<file path="src/rtl/ball_collision_detect.sv">
// ---------------------------------------------------------------------------
// ball_collision_detect
//
// Event source for the point judge. Each clock takes a new sample of the ball
// centre and both blob head centres. The block reports three kinds of contact
// event: ball touches player 1, ball touches player 2, and ball reaches the
// ground line. Each event is a single-cycle pulse per contact. A contact that
// is held over many frames gives one pulse, so the judge's touch counters
// advance once per touch.
//
// Three-stage pipeline, latency 3 clk from input sample to output:
//   S1  signed deltas dx/dy per player, ground compare on ball bottom
//   S2  squared distance dx*dx + dy*dy (27-bit, exact)
//   S3  radius compare, edge detect, holdoff and ground re-arm, registered outputs
//
// Ports
//   clk                 system clock (65 MHz nominal)
//   rst                 asynchronous, active-high reset
//   en                  detection enable; low flushes the pipeline and masks outputs
//   xposball, yposball  ball centre, unsigned px (y grows downward)
//   xpos_p1, ypos_p1    player 1 head centre, unsigned px
//   xpos_p2, ypos_p2    player 2 head centre, unsigned px
//   contact_p1/_p2      registered level: ball currently overlaps player n
//   collisionsplayer1/2 1-cycle pulse: new contact with player n
//   gnd_col             1-cycle pulse: ball reached the ground
// ---------------------------------------------------------------------------
module ball_collision_detect #(
  parameter int unsigned BALL_R     = 16,
  parameter int unsigned PLAYER_R   = 32,
  parameter int unsigned GROUND_POS = 750,
  parameter int unsigned GND_HYST   = 8,
  parameter logic [23:0] HOLDOFF    = 24'd650_000
) (
  input  logic        clk,
  input  logic        rst,
  input  logic        en,
  input  logic [11:0] xposball,
  input  logic [11:0] yposball,
  input  logic [11:0] xpos_p1,
  input  logic [11:0] ypos_p1,
  input  logic [11:0] xpos_p2,
  input  logic [11:0] ypos_p2,
  output logic        contact_p1,
  output logic        contact_p2,
  output logic        collisionsplayer1,
  output logic        collisionsplayer2,
  output logic        gnd_col
);

  localparam int unsigned NUM_P = 2;

  // Squared contact distance; equality counts as a touch.
  localparam logic [26:0] HIT_SQ  = 27'((BALL_R + PLAYER_R) * (BALL_R + PLAYER_R));
  localparam logic [12:0] BALL_RW = 13'(BALL_R);
  localparam logic [12:0] GND_Y   = 13'(GROUND_POS);
  // Ball bottom must come strictly above this line to re-arm the ground pulse.
  localparam logic [12:0] ARM_Y   = 13'(GROUND_POS - GND_HYST);

  // Player coordinates as arrays so the per-player logic is written once.
  logic [11:0] xp [NUM_P];
  logic [11:0] yp [NUM_P];

  assign xp[0] = xpos_p1;
  assign yp[0] = ypos_p1;
  assign xp[1] = xpos_p2;
  assign yp[1] = ypos_p2;

  // -------------------------------------------------------------------------
  // S1: signed deltas and ground compare
  // -------------------------------------------------------------------------
  logic signed [12:0] dx_d [NUM_P];
  logic signed [12:0] dy_d [NUM_P];
  logic        [12:0] ball_bot;
  logic               gnd_hit_d;
  logic               gnd_arm_d;

  // NOTE: every signal written in an always_comb gets a value on every path
  // (here unconditionally) so no latch is inferred.
  always_comb begin
    ball_bot  = {1'b0, yposball} + BALL_RW;
    gnd_hit_d = (ball_bot >= GND_Y);
    gnd_arm_d = (ball_bot <  ARM_Y);
    for (int i = 0; i < NUM_P; i++) begin
      // Zero-extend the unsigned inputs into 13 bits so the difference keeps its sign.
      dx_d[i] = signed'({1'b0, xposball}) - signed'({1'b0, xp[i]});
      dy_d[i] = signed'({1'b0, yposball}) - signed'({1'b0, yp[i]});
    end
  end

  logic               v1;
  logic signed [12:0] dx1 [NUM_P];
  logic signed [12:0] dy1 [NUM_P];
  logic               gnd_hit1;
  logic               gnd_arm1;

  // NOTE: sequential state uses non-blocking assignments so every flop samples
  // the pre-edge value of its neighbours and stage order does not matter.
  always_ff @(posedge clk or posedge rst) begin
    if (rst) begin
      v1       <= 1'b0;
      gnd_hit1 <= 1'b0;
      gnd_arm1 <= 1'b0;
      for (int i = 0; i < NUM_P; i++) begin
        dx1[i] <= '0;
        dy1[i] <= '0;
      end
    end else begin
      v1       <= en;
      gnd_hit1 <= gnd_hit_d;
      gnd_arm1 <= gnd_arm_d;
      for (int i = 0; i < NUM_P; i++) begin
        dx1[i] <= dx_d[i];
        dy1[i] <= dy_d[i];
      end
    end
  end

  // -------------------------------------------------------------------------
  // S2: squared distance, full precision
  // -------------------------------------------------------------------------
  logic signed [25:0] px_d [NUM_P];
  logic signed [25:0] py_d [NUM_P];
  logic        [26:0] sq_d [NUM_P];

  always_comb begin
    for (int i = 0; i < NUM_P; i++) begin
      // Size casts sign-extend the deltas to the full 26-bit product width.
      px_d[i] = 26'(dx1[i]) * 26'(dx1[i]);
      py_d[i] = 26'(dy1[i]) * 26'(dy1[i]);
      // Squares are never negative, so they may be treated as unsigned.
      sq_d[i] = {1'b0, unsigned'(px_d[i])} + {1'b0, unsigned'(py_d[i])};
    end
  end

  logic        v2;
  logic [26:0] sq2 [NUM_P];
  logic        gnd_hit2;
  logic        gnd_arm2;

  always_ff @(posedge clk or posedge rst) begin
    if (rst) begin
      v2       <= 1'b0;
      gnd_hit2 <= 1'b0;
      gnd_arm2 <= 1'b0;
      for (int i = 0; i < NUM_P; i++) begin
        sq2[i] <= '0;
      end
    end else begin
      // Dropping en flushes the whole pipeline on the same edge.
      v2       <= en & v1;
      gnd_hit2 <= gnd_hit1;
      gnd_arm2 <= gnd_arm1;
      for (int i = 0; i < NUM_P; i++) begin
        sq2[i] <= sq_d[i];
      end
    end
  end

  // -------------------------------------------------------------------------
  // S3: contact compare, edge detect, holdoff, ground arming
  // -------------------------------------------------------------------------
  logic [NUM_P-1:0] hit_d;
  logic [NUM_P-1:0] pulse_d;
  logic             gnd_pulse_d;
  logic             gnd_rearm_d;

  // contact_q doubles as the previous-contact flag for the edge detector.
  logic [NUM_P-1:0] contact_q;
  logic [NUM_P-1:0] pulse_q;
  logic             gnd_q;
  logic             armed_q;
  logic [23:0]      holdoff_q [NUM_P];

  always_comb begin
    for (int i = 0; i < NUM_P; i++) begin
      hit_d[i]   = en & v2 & (sq2[i] <= HIT_SQ);
      // A rising edge seen while the lockout runs is dropped, not deferred.
      pulse_d[i] = hit_d[i] & ~contact_q[i] & (holdoff_q[i] == 24'd0);
    end
    gnd_pulse_d = en & v2 & gnd_hit2 & armed_q;
    gnd_rearm_d = en & v2 & gnd_arm2;
  end

  always_ff @(posedge clk or posedge rst) begin
    if (rst) begin
      contact_q <= '0;
      pulse_q   <= '0;
      gnd_q     <= 1'b0;
      armed_q   <= 1'b1;
      for (int i = 0; i < NUM_P; i++) begin
        holdoff_q[i] <= '0;
      end
    end else begin
      // hit_d/pulse_d already include en, so disabling clears the outputs and
      // the previous-contact flags together.
      contact_q <= hit_d;
      pulse_q   <= pulse_d;
      gnd_q     <= gnd_pulse_d;

      // The ground pulse clears arming; only a clear rise above the hysteresis
      // line re-arms it. Between the two thresholds arming holds.
      if (!en) begin
        armed_q <= 1'b1;
      end else if (gnd_pulse_d) begin
        armed_q <= 1'b0;
      end else if (gnd_rearm_d) begin
        armed_q <= 1'b1;
      end

      // Lockout keeps running while disabled and saturates at zero.
      for (int i = 0; i < NUM_P; i++) begin
        if (pulse_d[i]) begin
          holdoff_q[i] <= HOLDOFF;
        end else if (holdoff_q[i] != 24'd0) begin
          holdoff_q[i] <= holdoff_q[i] - 24'd1;
        end
      end
    end
  end

  assign contact_p1        = contact_q[0];
  assign contact_p2        = contact_q[1];
  assign collisionsplayer1 = pulse_q[0];
  assign collisionsplayer2 = pulse_q[1];
  assign gnd_col           = gnd_q;

endmodule

</file>
<file path="config.mk">
export PLATFORM = sky130hd
export DESIGN_NAME = ball_collision_detect
export DESIGN_NICKNAME = d
export VERILOG_FILES = /design/src/rtl/ball_collision_detect.sv
export SDC_FILE = /design/constraint.sdc
export NUM_CORES = 2
export LEC_CHECK = 0
export ABC_AREA = 1
export CAP_MARGIN = 20
export CORE_UTILIZATION = 55
export DETAILED_ROUTE_END_ITERATION = 8
export PLACE_DENSITY = 0.72
export SETUP_SLACK_MARGIN = 0.05
export SYNTH_ARGS = -nofsm -noshare
export SYNTH_HDL_FRONTEND = slang
export SYNTH_SLANG_ARGS = --single-unit
</file>
<file path="constraint.sdc">
create_clock -name clk -period 9.89 [get_ports clk]
set_input_delay 1.978 -clock clk [delete_from_list [all_inputs] [get_ports clk]]
set_output_delay 1.978 -clock clk [all_outputs]
set_load 0.05 [all_outputs]
</file>
## Yosys cells after proc, flatten, opt, wreduce, memory -nomap -nowiden

Cells that the tools add are included.

| word-level totals | value |
|---|---|
| register bits after elaboration | 166 |
| memory bits (writable) | 0 |
| input bits | 75 |
| memories kept | 0 |
| bits in latches | 0 |
| ROM bits | 0 |
| logic and storage cells | 62 |
| output and inout bits | 5 |

| cells by class | value |
|---|---|
| divide/modulo/power cells | 0 |
| multiplexer cells | 7 |
| equality and inequality tests | 1 |
| reductions and logical operators | 6 |
| $mul | 4 |
| $lt $le $gt $ge | 4 |
| add/subtract/negate cells | 9 |
| shifts and indexed selects | 0 |
| bitwise logic cells | 13 |

Operators by type and width:

| cell | count |
|---|---|
| 13-bit by 13-bit multiplier with 26-bit output | 4 |
| 24-bit 2-to-1 mux | 4 |
| 26-bit by 26-bit adder with 27-bit output | 2 |
| 27-bit by 12-bit less-or-equal comparator with 1-bit output, second input constant | 2 |
| 12-bit by 12-bit subtractor with 13-bit output | 4 |
| 24-bit logical NOT | 2 |
| 24-bit nonzero test | 2 |
| 24-bit by 1-bit subtractor with 24-bit output, second input constant | 2 |
| 12-bit by 5-bit adder with 13-bit output, second input constant | 1 |
| 13-bit by 10-bit greater-or-equal comparator with 1-bit output, second input constant | 1 |
| 13-bit by 10-bit < comparator with 1-bit output, second input constant | 1 |
| 1-bit bitwise AND | 11 |
| 2-bit nonzero test | 2 |
| 1-bit 2-to-1 mux | 3 |
| 3-bit by 1-bit inequality test with 1-bit output, second input constant | 1 |
| 1-bit NOT | 2 |

## Logic depth before layout (Yosys ltp)

| depth | value |
|---|---|
| depth in word-level cells | 5 |
| depth in mapped cells | 34 |

## Worst setup path after synthesis

OpenSTA, ideal clock, no wires.

| timing path | value |
|---|---|
| path type | reg-to-reg |
| start point | register dy1[12] (netlist bit) |
| end point | register sq2[25] (netlist bit) |
| path slack | 3.705 ns |
| stages on the path, launching flop included | 27 |
| arrival time | 6.068 ns |
| clock period less this slack | 6.185 ns |
| buffers on the path | 2 |
| path through | dfrtp_1 clkbuf_1 clkbuf_1 nand2_1 fa_1 inv_1 fa_1 inv_1 fa_1 inv_1 fa_1 inv_1 fa_1 inv_1 ha_1 ha_1 nand2_1 nor3_1 nand4_1 nand4_1 nand2_1 ha_1 nand2_1 nor3_1 nand3_1 nand4_1 nand2_1 |

RTL lines:

| what | RTL line | text |
|---|---|---|
| from (decl) | 92 | `logic signed [12:0] dy1 [NUM_P];` |
| from (signal, indexed assignment) | 113 | `dy1[i] <= dy_d[i];` |
| to (signal, indexed assignment) | 154 | `sq2[i] <= sq_d[i];` |
| to (decl) | 136 | `logic [26:0] sq2 [NUM_P];` |

==> flow_summary.ini <==
[floorplanning]
dieHeight_um = 259
die_w_um = 259
die_area_um2 = 67000
initial_core_util_pct = 55.9
rows = 93
io_pins = 80
core_um2 = 64800

[status]
status = finished, final reports clean

[grt]
grt_max_degree = 62
grt_overflow_total = 0
grt_usage_pct = 27.0
antenna_found_initial = 4
grt_first_pass_wirelength_um = 144000
grt_pass1_vias = 29400

[sta]
fin_crit_ns = 7.01
worst_pin_slew_ns = 0.837
hold_viol = 0
tns_ns = 0
finalClockSkew_ns = 0.0208
fmax_mhz = 143
setup_viol = 0
max_slew_margin_pct = 44.2
rsz0062_at_grt = no
fin_crit_sh_pct = 70.9
slew_violations = 0

[placed_design]
portBuffers = 79
dp_hpwl_um = 74500
place_congestion = 1.01

[worst_hold_path]
hp-class = reg2reg
min_to = gnd_hit2
hp-start = gnd_hit1
hold_depth = 0

[synth]
synthMostInstantiatedCell = inv_1
ys_ff_latch = 166
synth_nets = 5691
seq_area_frac_synth_pct = 11.5
synth_area_um2 = 36300
ys.flop_type = dfrtp_1
synth_area_leaders = fa_1, ha_1, inv_1
async_flop_share_pct = 100
synth_cell_types = 45
synth_largest_area_cell = fa_1
synth_area_per_cell_um2 = 7.81
synth_top_cell_area_share_pct = 31.3
yosys_warnings = 0
ys_top_cells_by_count = inv_1, nand2_1, fa_1
synth_cells = 4643
synth_edf_count = 0

[clocking]
clkSinkCount = 166
post_cts_buffers = 0
cts_tree = yes
cts_max_path_buffers = 2
clock-root-buffer = clkbuf_16
postCtsResizedCells = 0
htree_levels = 4
clkLatencyLatePin_ns = 0.51
cts_made_buffers = 17
clk_pin_slew_ns = 0.07
hold_buffers = 0

[finish]
area_growth_pct = 6.29
final.fill_count = 5919
seq_area_um2 = 4160
multiInputGateArea_um2 = 27500
fin_nets = 5735
drive_gt1_share_pct = 1.83

[worst_setup_path]
endpoint_kind = flip-flop
r2r_cells = 26
critical_path.startpoint = dx1[12]
crit_required_ns = 10.28
worstPathMaxFanout = 19
r2r-end = sq2[24]
crit_arrival_ns = 7.41
ff2ff_setup_slack_ns = 2.88
start_kind = flip-flop
critPathKind = reg2reg
r2r-start = dx1[12]

[drt]
drc = 0
firstDrtPassIters = 7
wl_um = 85400
vias_per_cell = 5.18
wl_per_cell_um = 15.4
via_count = 28800
drtAntennaViolNets = 0
drtIter0Drc = 1631

[job]
maxCapViolCount = 0
-- per-stage QoR --
step | setup slack (ns) | cell area [um2] | hold slack [ns] | instances | util (%)
after floorplan | 3.42 | 36300 | 0.331 | 4643 | -
after global placement | 2.90 | 37900 | 0.332 | 5523 | 58.5
after detailed placement | 2.95 | 37900 | 0.335 | 5523 | 58.5
after CTS | 2.90 | 38500 | 0.352 | 5555 | 59.5
after global routing | 2.42 | 38500 | 0.360 | 5555 | 59.5
final | 2.88 | 38500 | 0.349 | 5557 | 59.5
-- critical path: stages (launching register included) --
cell and delay, ns:
dfrtp_1 0.89, inv_1 0.35, or2_2 0.38, xor2_1 0.15, ha_1 0.28, inv_1 0.04
fa_1 0.49, inv_1 0.05, fa_1 0.50, fa_1 0.42, fa_1 0.51, fa_1 0.42
ha_1 0.35, a21oi_1 0.26, o21a_1 0.20, nor2_1 0.05, nor2_1 0.08, nand2_1 0.06
xor2_1 0.16, ha_1 0.43, nand2_1 0.11, inv_1 0.08, nand2_1 0.10, nor3_1 0.23
nand3_1 0.14, nand4_1 0.11, nand2_1 0.06
-- worst max path at each step --
stage	end	slack [ns]	cells past startpoint
finish	sq2[24]	2.88	26
global route	sq2[25]	2.42	24
CTS	sq2[24]	2.90	23
detailed placement	sq2[24]	2.95	23
global placement	sq2[24]	2.90	26
floorplan	contact_q[0]	3.42	1
-- cells by family (layout without fill, tap and decap cells) --
family	count (synthesis)	after routing	synth area share, %
simple gates	1670	1670	19.4
xor+xnor	202	202	4.88
mux	7	7	0.193
other cells	1	3	0.0103
fa+ha+maj	973	973	45.3
flops	166	166	11.5
compound gates	402	402	6.13
buf+inv	1222	1279	12.7
-- sequential cells by signal, summed over array words and instances, names as in the netlist --
name and count:
dy1 26, v1 1, dx1 26, gnd_arm1 1, gnd_hit2 1, contact_q 2, v2 1, pulse_q 2
gnd_col 1, sq2 54, gnd_arm2 1, armed_q 1, gnd_hit1 1, holdoff_q 48
-- layout by cell type (no fill, tap or decap), drive strengths merged, types with 18 or more instances in the layout --
master / instances
clkbuf: 18
inv: 1173
xor2: 126
nor2: 345
clkdlybuf4s50: 79
fa: 566
nand4: 65
nor3: 48
o21bai: 26
dfrtp: 165
a21oi: 207
nand3: 187
nand2: 991
xnor2: 76
o21ai: 111
ha: 407
-- routing by layer --
layer	track usage [%]	up-vias	wire, um
li1	-	14100	-
met1	34.3	13800	36100
met2	47.2	651	42300
met3	3.87	146	4440
met4	9.16	4	2560
met5	0	-	21
-- layout make-up --
cell class	instances	area share (%)
Tap cell	855	2.78
Clock buffer	18	1.11
Sequential cell	166	10.8
Antenna cell	2	0.0130
Timing Repair Buffer	81	2.09
Clock inverter	14	0.477
Inverter	1166	11.4
Multi-Input combinational cell	3255	71.4
Power is left out: the tool's default activity adds up to more than one toggle a clock period on the data nets, which glitch-free logic cannot reach.
